$ cat config.mk
export PLATFORM = sky130hd
export DESIGN_NAME = execute
export DESIGN_NICKNAME = d
export VERILOG_FILES = /design/src/rtl/execute_pkg.sv /design/src/rtl/execute_muldiv.sv /design/src/rtl/execute.sv
export SDC_FILE = /design/constraint.sdc
export NUM_CORES = 1
export LEC_CHECK = 0
export BUFFER_PORTS_ARGS = -buffer_cell sky130_fd_sc_hd__buf_2
export CORE_AREA = 2 2 307 188
export CTS_CLUSTER_DIAMETER = 150
export DETAILED_ROUTE_END_ITERATION = 8
export DIE_AREA = 0 0 309 190
export PLACE_DENSITY = 0.64
export SLEW_MARGIN = 20
export SYNTH_ARGS = -nofsm -noshare
export SYNTH_HDL_FRONTEND = slang
export SYNTH_SLANG_ARGS = --single-unit
$ cat constraint.sdc
create_clock -name clk_i -period 3.5 [get_ports clk_i]
set_input_delay 0.7 -clock clk_i [delete_from_list [all_inputs] [get_ports clk_i]]
set_output_delay 0.7 -clock clk_i [all_outputs]
set_load 0.02 [all_outputs]
$ cat src/rtl/execute_pkg.sv
// Shared definitions for the execute stage: ALU op codes, memory access
// size codes and the mul/div sequencer state encoding.
package execute_pkg;

    localparam logic [3:0] ALU_ADD  = 4'd0;
    localparam logic [3:0] ALU_SUB  = 4'd1;
    localparam logic [3:0] ALU_AND  = 4'd2;
    localparam logic [3:0] ALU_OR   = 4'd3;
    localparam logic [3:0] ALU_XOR  = 4'd4;
    localparam logic [3:0] ALU_NOR  = 4'd5;
    localparam logic [3:0] ALU_SLT  = 4'd6;
    localparam logic [3:0] ALU_SLL  = 4'd7;
    localparam logic [3:0] ALU_SRL  = 4'd8;
    localparam logic [3:0] ALU_SRA  = 4'd9;
    localparam logic [3:0] ALU_BEQ  = 4'd10;
    localparam logic [3:0] ALU_BNE  = 4'd11;
    localparam logic [3:0] ALU_MUL  = 4'd12;
    localparam logic [3:0] ALU_DIVU = 4'd13;
    localparam logic [3:0] ALU_REMU = 4'd14;

    // Memory access size; zero means no access so a bubble is all-zero.
    localparam logic [1:0] MEM_NONE = 2'd0;
    localparam logic [1:0] MEM_WORD = 2'd1;
    localparam logic [1:0] MEM_HALF = 2'd2;
    localparam logic [1:0] MEM_BYTE = 2'd3;

    typedef enum logic [1:0] {
        ST_IDLE = 2'd0,
        ST_BUSY = 2'd1,
        ST_DONE = 2'd2
    } md_state_t;

    function automatic logic is_muldiv(input logic [3:0] op);
        return (op == ALU_MUL) || (op == ALU_DIVU) || (op == ALU_REMU);
    endfunction

endpackage

$ cat src/rtl/execute_muldiv.sv
// Iterative 32-step unit: shift-add multiply (low word) and restoring
// unsigned divide / remainder. A zero divisor naturally yields an all-ones
// quotient and the dividend as remainder.
module execute_muldiv
    import execute_pkg::*;
#(
    parameter int MULDIV_ITER = 32
) (
    input  logic        clk_i,
    input  logic        n_rst_i,
    input  logic        start_i,
    input  logic        abort_i,
    input  logic [3:0]  op_i,
    input  logic [31:0] a_i,
    input  logic [31:0] b_i,
    output logic        busy_o,
    output logic        done_o,
    output logic [31:0] result_o
);

    md_state_t   state, state_nxt;
    logic [4:0]  cnt;
    logic [3:0]  op_q;
    logic [31:0] acc_q;   // product accumulator / partial remainder
    logic [31:0] q_q;     // multiplier / dividend shifting into quotient
    logic [31:0] d_q;     // multiplicand / divisor
    logic        last;
    logic [32:0] rem_sh;
    logic [31:0] rem_sub;
    logic        rem_ge;

    assign last    = (cnt == 5'(MULDIV_ITER - 1));
    assign rem_sh  = {acc_q, q_q[31]};
    assign rem_sub = rem_sh[31:0] - d_q;
    assign rem_ge  = (rem_sh >= {1'b0, d_q});

    // State register
    always_ff @(posedge clk_i or negedge n_rst_i) begin
        if (!n_rst_i) state <= ST_IDLE;
        else          state <= state_nxt;
    end

    // Next-state logic; abort always returns to IDLE
    always_comb begin
        state_nxt = state;
        case (state)
            ST_IDLE: if (start_i && !abort_i) state_nxt = ST_BUSY;
            ST_BUSY: if (abort_i) state_nxt = ST_IDLE;
                     else if (last) state_nxt = ST_DONE;
            ST_DONE: state_nxt = ST_IDLE;
            default: state_nxt = ST_IDLE;
        endcase
    end

    // Operand load on issue, one iteration per BUSY cycle
    always_ff @(posedge clk_i or negedge n_rst_i) begin
        if (!n_rst_i) begin
            cnt   <= '0;
            op_q  <= ALU_ADD;
            acc_q <= '0;
            q_q   <= '0;
            d_q   <= '0;
        end else if (state == ST_IDLE && start_i && !abort_i) begin
            cnt   <= '0;
            op_q  <= op_i;
            acc_q <= '0;
            if (op_i == ALU_MUL) begin
                q_q <= b_i;
                d_q <= a_i;
            end else begin
                q_q <= a_i;
                d_q <= b_i;
            end
        end else if (state == ST_BUSY) begin
            cnt <= cnt + 5'd1;
            if (op_q == ALU_MUL) begin
                if (q_q[0]) acc_q <= acc_q + d_q;
                d_q <= d_q << 1;
                q_q <= q_q >> 1;
            end else if (rem_ge) begin
                acc_q <= rem_sub;
                q_q   <= {q_q[30:0], 1'b1};
            end else begin
                acc_q <= rem_sh[31:0];
                q_q   <= {q_q[30:0], 1'b0};
            end
        end
    end

    assign busy_o   = (state == ST_BUSY);
    assign done_o   = (state == ST_DONE);
    assign result_o = (op_q == ALU_DIVU) ? q_q : acc_q;

endmodule

$ cat src/rtl/execute.sv
// Execute stage: single-cycle ALU and branch resolution registered into
// EXMEM, plus a stalling iterative mul/div path.
module execute
    import execute_pkg::*;
#(
    parameter int BRANCH_SHIFT = 2,
    parameter int MULDIV_ITER  = 32
) (
    input  logic        clk_i,
    input  logic        n_rst_i,
    input  logic [31:0] IDEX_pc_i,
    input  logic [31:0] IDEX_a_i,
    input  logic [31:0] IDEX_b_i,
    input  logic [31:0] IDEX_imm_i,
    input  logic [4:0]  IDEX_rt_i,
    input  logic [4:0]  IDEX_rd_i,
    input  logic [3:0]  IDEX_ctrl_alu_op_i,
    input  logic        IDEX_ctrl_alu_src_i,
    input  logic        IDEX_ctrl_reg_dst_i,
    input  logic        IDEX_ctrl_branch_i,
    input  logic        IDEX_ctrl_reg_write_i,
    input  logic        IDEX_ctrl_mem_to_reg_i,
    input  logic [1:0]  IDEX_ctrl_mem_read_i,
    input  logic [1:0]  IDEX_ctrl_mem_write_i,
    input  logic        flush_i,
    output logic [31:0] EXMEM_pc_branched_o,
    output logic [31:0] EXMEM_alu_o,
    output logic [31:0] EXMEM_b_o,
    output logic        EXMEM_alu_do_branch_o,
    output logic [4:0]  EXMEM_reg_write_address_o,
    output logic        EXMEM_ctrl_branch_o,
    output logic        EXMEM_ctrl_reg_write_o,
    output logic        EXMEM_ctrl_mem_to_reg_o,
    output logic [1:0]  EXMEM_ctrl_mem_read_o,
    output logic [1:0]  EXMEM_ctrl_mem_write_o,
    output logic        EX_stall_o
);

    logic        [31:0] op2;
    logic signed [31:0] a_s, op2_s;
    logic        [4:0]  shamt;
    logic        [31:0] alu_res;
    logic               do_branch;
    logic        [31:0] pc_branched;
    logic        [4:0]  dest;
    logic               md_op, md_busy, md_done, md_issue;
    logic        [31:0] md_result;

    assign op2         = IDEX_ctrl_alu_src_i ? IDEX_imm_i : IDEX_b_i;
    assign a_s         = $signed(IDEX_a_i);
    assign op2_s       = $signed(op2);
    assign shamt       = op2[4:0];
    assign dest        = IDEX_ctrl_reg_dst_i ? IDEX_rd_i : IDEX_rt_i;
    assign pc_branched = IDEX_pc_i + (IDEX_imm_i << BRANCH_SHIFT);
    assign md_op       = is_muldiv(IDEX_ctrl_alu_op_i);
    assign md_issue    = md_op && !md_busy && !md_done && !flush_i;
    assign EX_stall_o  = n_rst_i && (md_issue || md_busy);

    // Single-cycle ALU and branch condition
    always_comb begin
        alu_res   = '0;
        do_branch = 1'b0;
        case (IDEX_ctrl_alu_op_i)
            ALU_ADD: alu_res = IDEX_a_i + op2;
            ALU_SUB: alu_res = IDEX_a_i - op2;
            ALU_AND: alu_res = IDEX_a_i & op2;
            ALU_OR:  alu_res = IDEX_a_i | op2;
            ALU_XOR: alu_res = IDEX_a_i ^ op2;
            ALU_NOR: alu_res = ~(IDEX_a_i | op2);
            ALU_SLT: alu_res = {31'd0, (a_s < op2_s)};
            ALU_SLL: alu_res = IDEX_a_i << shamt;
            ALU_SRL: alu_res = IDEX_a_i >> shamt;
            ALU_SRA: alu_res = a_s >>> shamt;
            ALU_BEQ: begin
                alu_res   = IDEX_a_i - op2;
                do_branch = (IDEX_a_i == op2);
            end
            ALU_BNE: begin
                alu_res   = IDEX_a_i - op2;
                do_branch = (IDEX_a_i != op2);
            end
            default: alu_res = '0;
        endcase
    end

    execute_muldiv #(
        .MULDIV_ITER(MULDIV_ITER)
    ) u_muldiv (
        .clk_i   (clk_i),
        .n_rst_i (n_rst_i),
        .start_i (md_op),
        .abort_i (flush_i),
        .op_i    (IDEX_ctrl_alu_op_i),
        .a_i     (IDEX_a_i),
        .b_i     (op2),
        .busy_o  (md_busy),
        .done_o  (md_done),
        .result_o(md_result)
    );

    // EXMEM register: bubble on flush or stall, mul/div result in DONE
    always_ff @(posedge clk_i or negedge n_rst_i) begin
        if (!n_rst_i) begin
            EXMEM_pc_branched_o       <= '0;
            EXMEM_alu_o               <= '0;
            EXMEM_b_o                 <= '0;
            EXMEM_alu_do_branch_o     <= 1'b0;
            EXMEM_reg_write_address_o <= '0;
            EXMEM_ctrl_branch_o       <= 1'b0;
            EXMEM_ctrl_reg_write_o    <= 1'b0;
            EXMEM_ctrl_mem_to_reg_o   <= 1'b0;
            EXMEM_ctrl_mem_read_o     <= MEM_NONE;
            EXMEM_ctrl_mem_write_o    <= MEM_NONE;
        end else if (flush_i || md_issue || md_busy) begin
            EXMEM_alu_do_branch_o     <= 1'b0;
            EXMEM_ctrl_branch_o       <= 1'b0;
            EXMEM_ctrl_reg_write_o    <= 1'b0;
            EXMEM_ctrl_mem_to_reg_o   <= 1'b0;
            EXMEM_ctrl_mem_read_o     <= MEM_NONE;
            EXMEM_ctrl_mem_write_o    <= MEM_NONE;
        end else begin
            EXMEM_pc_branched_o       <= pc_branched;
            EXMEM_alu_o               <= md_done ? md_result : alu_res;
            EXMEM_b_o                 <= IDEX_b_i;
            EXMEM_alu_do_branch_o     <= md_done ? 1'b0 : do_branch;
            EXMEM_reg_write_address_o <= dest;
            EXMEM_ctrl_branch_o       <= IDEX_ctrl_branch_i;
            EXMEM_ctrl_reg_write_o    <= IDEX_ctrl_reg_write_i;
            EXMEM_ctrl_mem_to_reg_o   <= IDEX_ctrl_mem_to_reg_i;
            EXMEM_ctrl_mem_read_o     <= IDEX_ctrl_mem_read_i;
            EXMEM_ctrl_mem_write_o    <= IDEX_ctrl_mem_write_i;
        end
    end

endmodule

======== Word-level counts from Yosys, hierarchy flattened ========
Index checks and enable logic that the tools add are counted.
word-level totals
  register bits after elaboration ......... 216
  latch bits .............................. 0
  memory bits (writable) .................. 0
  memory bits (read-only) ................. 0
  output and inout port bits .............. 110
  word-level logic and storage cells ...... 111
  memories kept ........................... 0
cells by class
  $add $sub $neg .......................... 6
  $mul .................................... 0
  div/mod/pow operators ................... 0
  $lt $le $gt $ge ......................... 2
  equal/unequal tests ..................... 24
  shift-type cells ........................ 3
  muxes and demuxes ....................... 33
  bitwise logic cells ..................... 4
  reductions and logical operators ........ 23
operator list
  kind                                                                    count
  32-bit two-way mux                                                      16
  32-bit case mux with 10 select lines                                    1
  32-bit adder                                                            3
  32-bit subtractor                                                       2
  4-bit equality test (second input constant)                             9
  33-bit by 32-bit >= comparator with 1-bit output                        1
  32-bit bitwise AND                                                      1
  32-bit equality test                                                    1
  32-bit less-than comparator                                             1
  32-bit != test                                                          1
  32-bit NOT                                                              1
  32-bit OR                                                               1
  32-bit by 5-bit << shifter with 32-bit output                           1
  32-bit by 5-bit >> shifter with 32-bit output                           1
  32-bit by 5-bit >>> shifter with 32-bit output                          1
  32-bit XOR                                                              1
  4-bit by 3-bit equality test with 1-bit output (second input constant)  4
  5-bit two-way mux                                                       3
  2-bit two-way mux                                                       5
  4-bit by 2-bit equality test with 1-bit output (second input constant)  2
  1-bit logical AND                                                       7
  1-bit two-way mux                                                       6
  2-bit AND reduction                                                     3
  5-bit by 1-bit adder with 5-bit output (second input constant)          1
  15 further kinds                                                        22

======== Longest topological paths before layout ========
  depth after elaboration ................. 9
  mapped depth ............................ 17

======== Modules after synthesis ========
Synthesis repeated with hierarchy kept, for this count alone.
second synthesis, totals
  cell total of the unflattened synthesis .. 3,276
  area total of the unflattened synthesis .. 24,931.4 sq um
by module, submodules not included
  module          instances  cells an instance  area each (sq um)  seq. area each (sq um)
  execute         1          2,060              15,119.5           2,727.6
  execute_muldiv  1          1,216              9,811.9            2,677.6

======== Least setup slack after synthesis ========
Ideal clock, no wire load.
  path kind ............................... input-to-reg
  from .................................... in IDEX_ctrl_alu_src_i
  to ...................................... reg EXMEM_alu_o[28]
  library setup time ...................... 135 ps
  arrival ................................. 4,559 ps
  data required time ...................... 3,365 ps
  slack ................................... -1,194 ps
  stages .................................. 16
  path buffers ............................ 4
  path through ............................ buf_4 buf_1 clkbuf_1 mux2i_1 ha_1 buf_2 a21oi_1 o21bai_1 a21o_1 a311o_1 a21o_1 a221oi_1 xnor2_1 o221ai_1 a221oi_1 o31ai_1
between the ends
  longest elaborated chain between the ends .. 5
  elaborated cells on any way between the ends .. 12
ends and longest elaborated chain
  element                                                    line            RTL
  start, declared                                            execute.sv:18   input logic IDEX_ctrl_alu_src_i,
  32-bit two-way mux (*)                                     execute.sv:49   assign op2 = IDEX_ctrl_alu_src_i ? IDEX_imm_i : IDEX_b_i;
  branches (longest 2 deep; another with 32-bit subtractor)  -
  32-bit case mux with 10 select lines (*)                   execute.sv:63   case (IDEX_ctrl_alu_op_i)
  32-bit two-way mux (*)                                     execute.sv:123  EXMEM_alu_o <= md_done ? md_result : alu_res;
  end signal, assigned                                       execute.sv:123
  end, declared                                              execute.sv:27   output logic [31:0] EXMEM_alu_o,
Mark *: on every way between the ends.
A chain may end at the register's enable or synchronous reset.

======== Final worst setup path ========
  from .................................... in IDEX_ctrl_alu_src_i
  to ...................................... reg EXMEM_alu_o[3]
Same word-level chain as after synthesis.

==> qor.yml <==
final.setup_skew_ns: 0.0291
synthCells: 3223
synthTopCellsByCount: "385 x a21oi_1, 338 x nand2_1, 311 x nor2_1"
dpl.cell_count: 4727
wl_per_cell_um: 24.2
cts_root_buffer: "clkbuf_16"
fin_crit_ns: 3.47
die_w_um: 309
via_per_inst: 6.06
drt_first_pass_iters: 6
setup_viol: 0
slew_viol_final: 0
grt_pass1_wl_um: 171000
core_area_mm2: 0.0563
async_flop_share_pct: 100
required_ns: 3.94
hold_viol_final: 0
fmax_ghz: 0.288
synth.most_common_cell: "a21oi_1"
layoutNonFillerInstCount: 4788
regArea_mm2: 0.00541
vdd_drop_max_mv: 0.499
fp.dieH_um: 190
fillCellCount: 5370
postRouteAntennaNets: 0
clk_pin_slew_ns: 0.06
rows: 68
synth_seq_cells: 216
portBuffers: 263
layout.nets: 4367
clk_latency_ns: 0.59
layout-drive-gt1-share_pct: 28.8
grt.busiest_layer: "met1"
yosysTopAreaCell: "dfrtp_1"
end_kind: "flip-flop"
cts.path.max_buffers: 3
wirelength_um: 116000
area_growth_pct: 35.5
leakage_nw: 16.1
hp-class: "in -> reg"
synth_cell_types: 85
synthFlopType: "dfrtp_1"
setup_tns_ns: 0
start_util_pct: 43.2
io_pins: 264
met3_usage_pct: 13.6
grt_pass1_vias: 26900
grt_max_degree: 144
antenna_found_initial: 2
cts_made_buffers: 25
crit_path_max_fanout: 17
synth_enable_flop_cells: 0
final_area_mm2: 0.0329
crit_path_start_kind: "primary input"
drt_iter0_drc: 3714
grt_use_met2_pct: 50.9
gp_congestion: 1.05
grt.overflow.total: 0
ys.warnings.count: 0
numClockSinks: 216
cts_tree: "built"
slew-limit-headroom_pct: 28.9
worst_pin_slew_ns: 1.06
grt_use_met1_pct: 58.5
status: "completed"
die-area_mm2: 0.0587
period_share_pct: 99.1
grt_usage_pct: 38.5
cp_data_arrival_time_ns: 3.91
vias: 29000
netlist_top_cells_area: "dfrtp_1 22%, ha_1 11%, mux2i_1 8.9%"
rsz0062_at_grt: "true"
maxCapViolations: 0
drc_errors: 0
timing_worst_setup_path_type: "in -> reg"
post_dp_cell_area_mm2: 0.0316
netlist.area_leader.share_pct: 22.2
post-dp-hpwl_um: 92800
syn-num-nets: 3590
ys_seq_area_share_pct: 22.2
multi_input_area_mm2: 0.0182
powerDensity_mw_per_mm2: 607
htree_levels: 1
syn_area_mm2: 0.0243
synth_area_per_cell_um2: 7.54
## cell usage in the layout (no fill, tap or decap), types with 55 or more instances in the layout
| master | synthesis | routed |
|---|---|---|
| a21oi_1 | 385 | 372 |
| nand2_1 | 338 | 335 |
| buf_4 | 7 | 680 |
| xnor2_1 | 58 | 56 |
| dfrtp_1 | 216 | 214 |
| ha_1 | 208 | 198 |
| o211ai_1 | 68 | 68 |
| o21ai_0 | 211 | 204 |
| a211oi_1 | 62 | 55 |
| nor3_1 | 89 | 84 |
| a221oi_1 | 66 | 60 |
| inv_1 | 148 | 145 |
| a21o_1 | 64 | 61 |
| mux2i_1 | 217 | 201 |
| nor2_1 | 311 | 310 |
| buf_2 | 20 | 261 |
| nand3_1 | 81 | 79 |
## cells by family after synthesis
family                   after synthesis  synth area share (%)
flip-flops                           216                  22.2
AND/OR/NAND/NOR                      962                  17.4
multiplexers                         236                  10.2
AO/OA/AOI/OAI                       1134                  29.7
adder cells (fa/ha/maj)              213                  11.1
XOR/XNOR                              93                  3.35
buffers and inverters                369                  5.91
## state kept, by name, summed over array words and instances, names as in the netlist
| name | flops |
|---|---|
| u_muldiv.op_q | 4 |
| EXMEM_ctrl_mem_read_o | 2 |
| EXMEM_ctrl_reg_write_o | 1 |
| EXMEM_alu_o | 32 |
| EXMEM_ctrl_mem_to_reg_o | 1 |
| u_muldiv.q_q | 32 |
| u_muldiv.d_q | 32 |
| EXMEM_ctrl_branch_o | 1 |
| EXMEM_b_o | 32 |
| u_muldiv.acc_q | 32 |
| u_muldiv.cnt | 5 |
| EXMEM_pc_branched_o | 32 |
| EXMEM_alu_do_branch_o | 1 |
| EXMEM_ctrl_mem_write_o | 2 |
| u_muldiv.state | 2 |
| EXMEM_reg_write_address_o | 5 |
## final cells by class
cell class / count / area share (%)
timing repair buffer: 967 / 21.0
antenna: 2 / 0.0152
inverter: 152 / 1.74
clock inverter: 10 / 0.498
clock buffer: 33 / 2.08
tap: 770 / 2.93
sequential: 216 / 16.4
multi-input combinational: 2638 / 55.3
## layer usage
layer  share of wire, %  up-vias  routed length, um
met5              0.092        -                107
met4                2.1        2               2410
met3                 14      124              16000
met2                 38     1632              43900
met1                 46    13900              53400
li1                   -    13400                  -
## final timing paths
kind	start	endpoint	slack, ns	depth (start not counted)
hold reg to reg	EXMEM_b_o[12]$_DFFE_PN0N_	EXMEM_b_o[12]$_DFFE_PN0N_	0.47	2
hold / removal	IDEX_pc_i[0]	EXMEM_pc_branched_o[0]$_DFFE_PN0N_	0.32	3
max in group asynchronous	n_rst_i	u_muldiv.d_q[0]$_DFFE_PN0P_	1.76	3
setup / recovery	IDEX_ctrl_alu_src_i	EXMEM_alu_o[3]$_DFFE_PN0N_	0.03	12
setup reg to reg	u_muldiv.q_q[31]$_DFFE_PN0P_	u_muldiv.acc_q[14]$_DFFE_PN0P_	0.10	18
min in group asynchronous	n_rst_i	EXMEM_pc_branched_o[30]$_DFFE_PN0N_	0.53	2
## where the power goes
group | switching (mW) | leakage (nW) | internal, mW | total (mW)
Clock | 1.23 | 0.419 | 1.67 | 2.90
Sequential | 0.737 | 2.57 | 3.25 | 3.99
Combinational | 7.35 | 13.1 | 5.74 | 13.1
Total | 9.31 | 16.1 | 10.7 | 20.0
## timing repair
| action | CTS | global route |
|---|---|---|
| hold buffers | 1 | 0 |
| buffers inserted | 3 | 11 |
| endpoints found under the hold margin | 12 | 0 |
| cloned | 0 | 2 |
| setup endpoints to repair | 35 | 52 |
| pin swaps | 1 | 39 |
| gates resized for setup | 18 | 65 |
## worst max-delay path, stage by stage
cell and delay (ns):
buf_8 0.12, buf_4 0.13, mux2i_4 0.34, buf_8 0.27
mux2i_1 0.30, mux2_2 0.28, nor2_1 0.08, o311ai_0 0.51
a32oi_1 0.39, a2111oi_1 0.51, buf_4 0.19, o21ai_0 0.06
## per-stage QoR
stage | total power [mW] | worst slack, ns | hold slack (ns) | utilization [%]
5_1_grt | 21.2 | -0.151 | 0.337 | 58.5
3_3_place_gp | 16.1 | -0.806 | 0.452 | 56.0
4_1_cts | 19.3 | -0.0582 | 0.306 | 57.7
2_1_floorplan | 11.4 | -0.381 | 0.404 | -
3_5_place_dp | 16.3 | -0.842 | 0.457 | 56.0
6_report | 20.0 | 0.0312 | 0.318 | 58.5
Note: power is estimated with default switching activity, not from simulation.
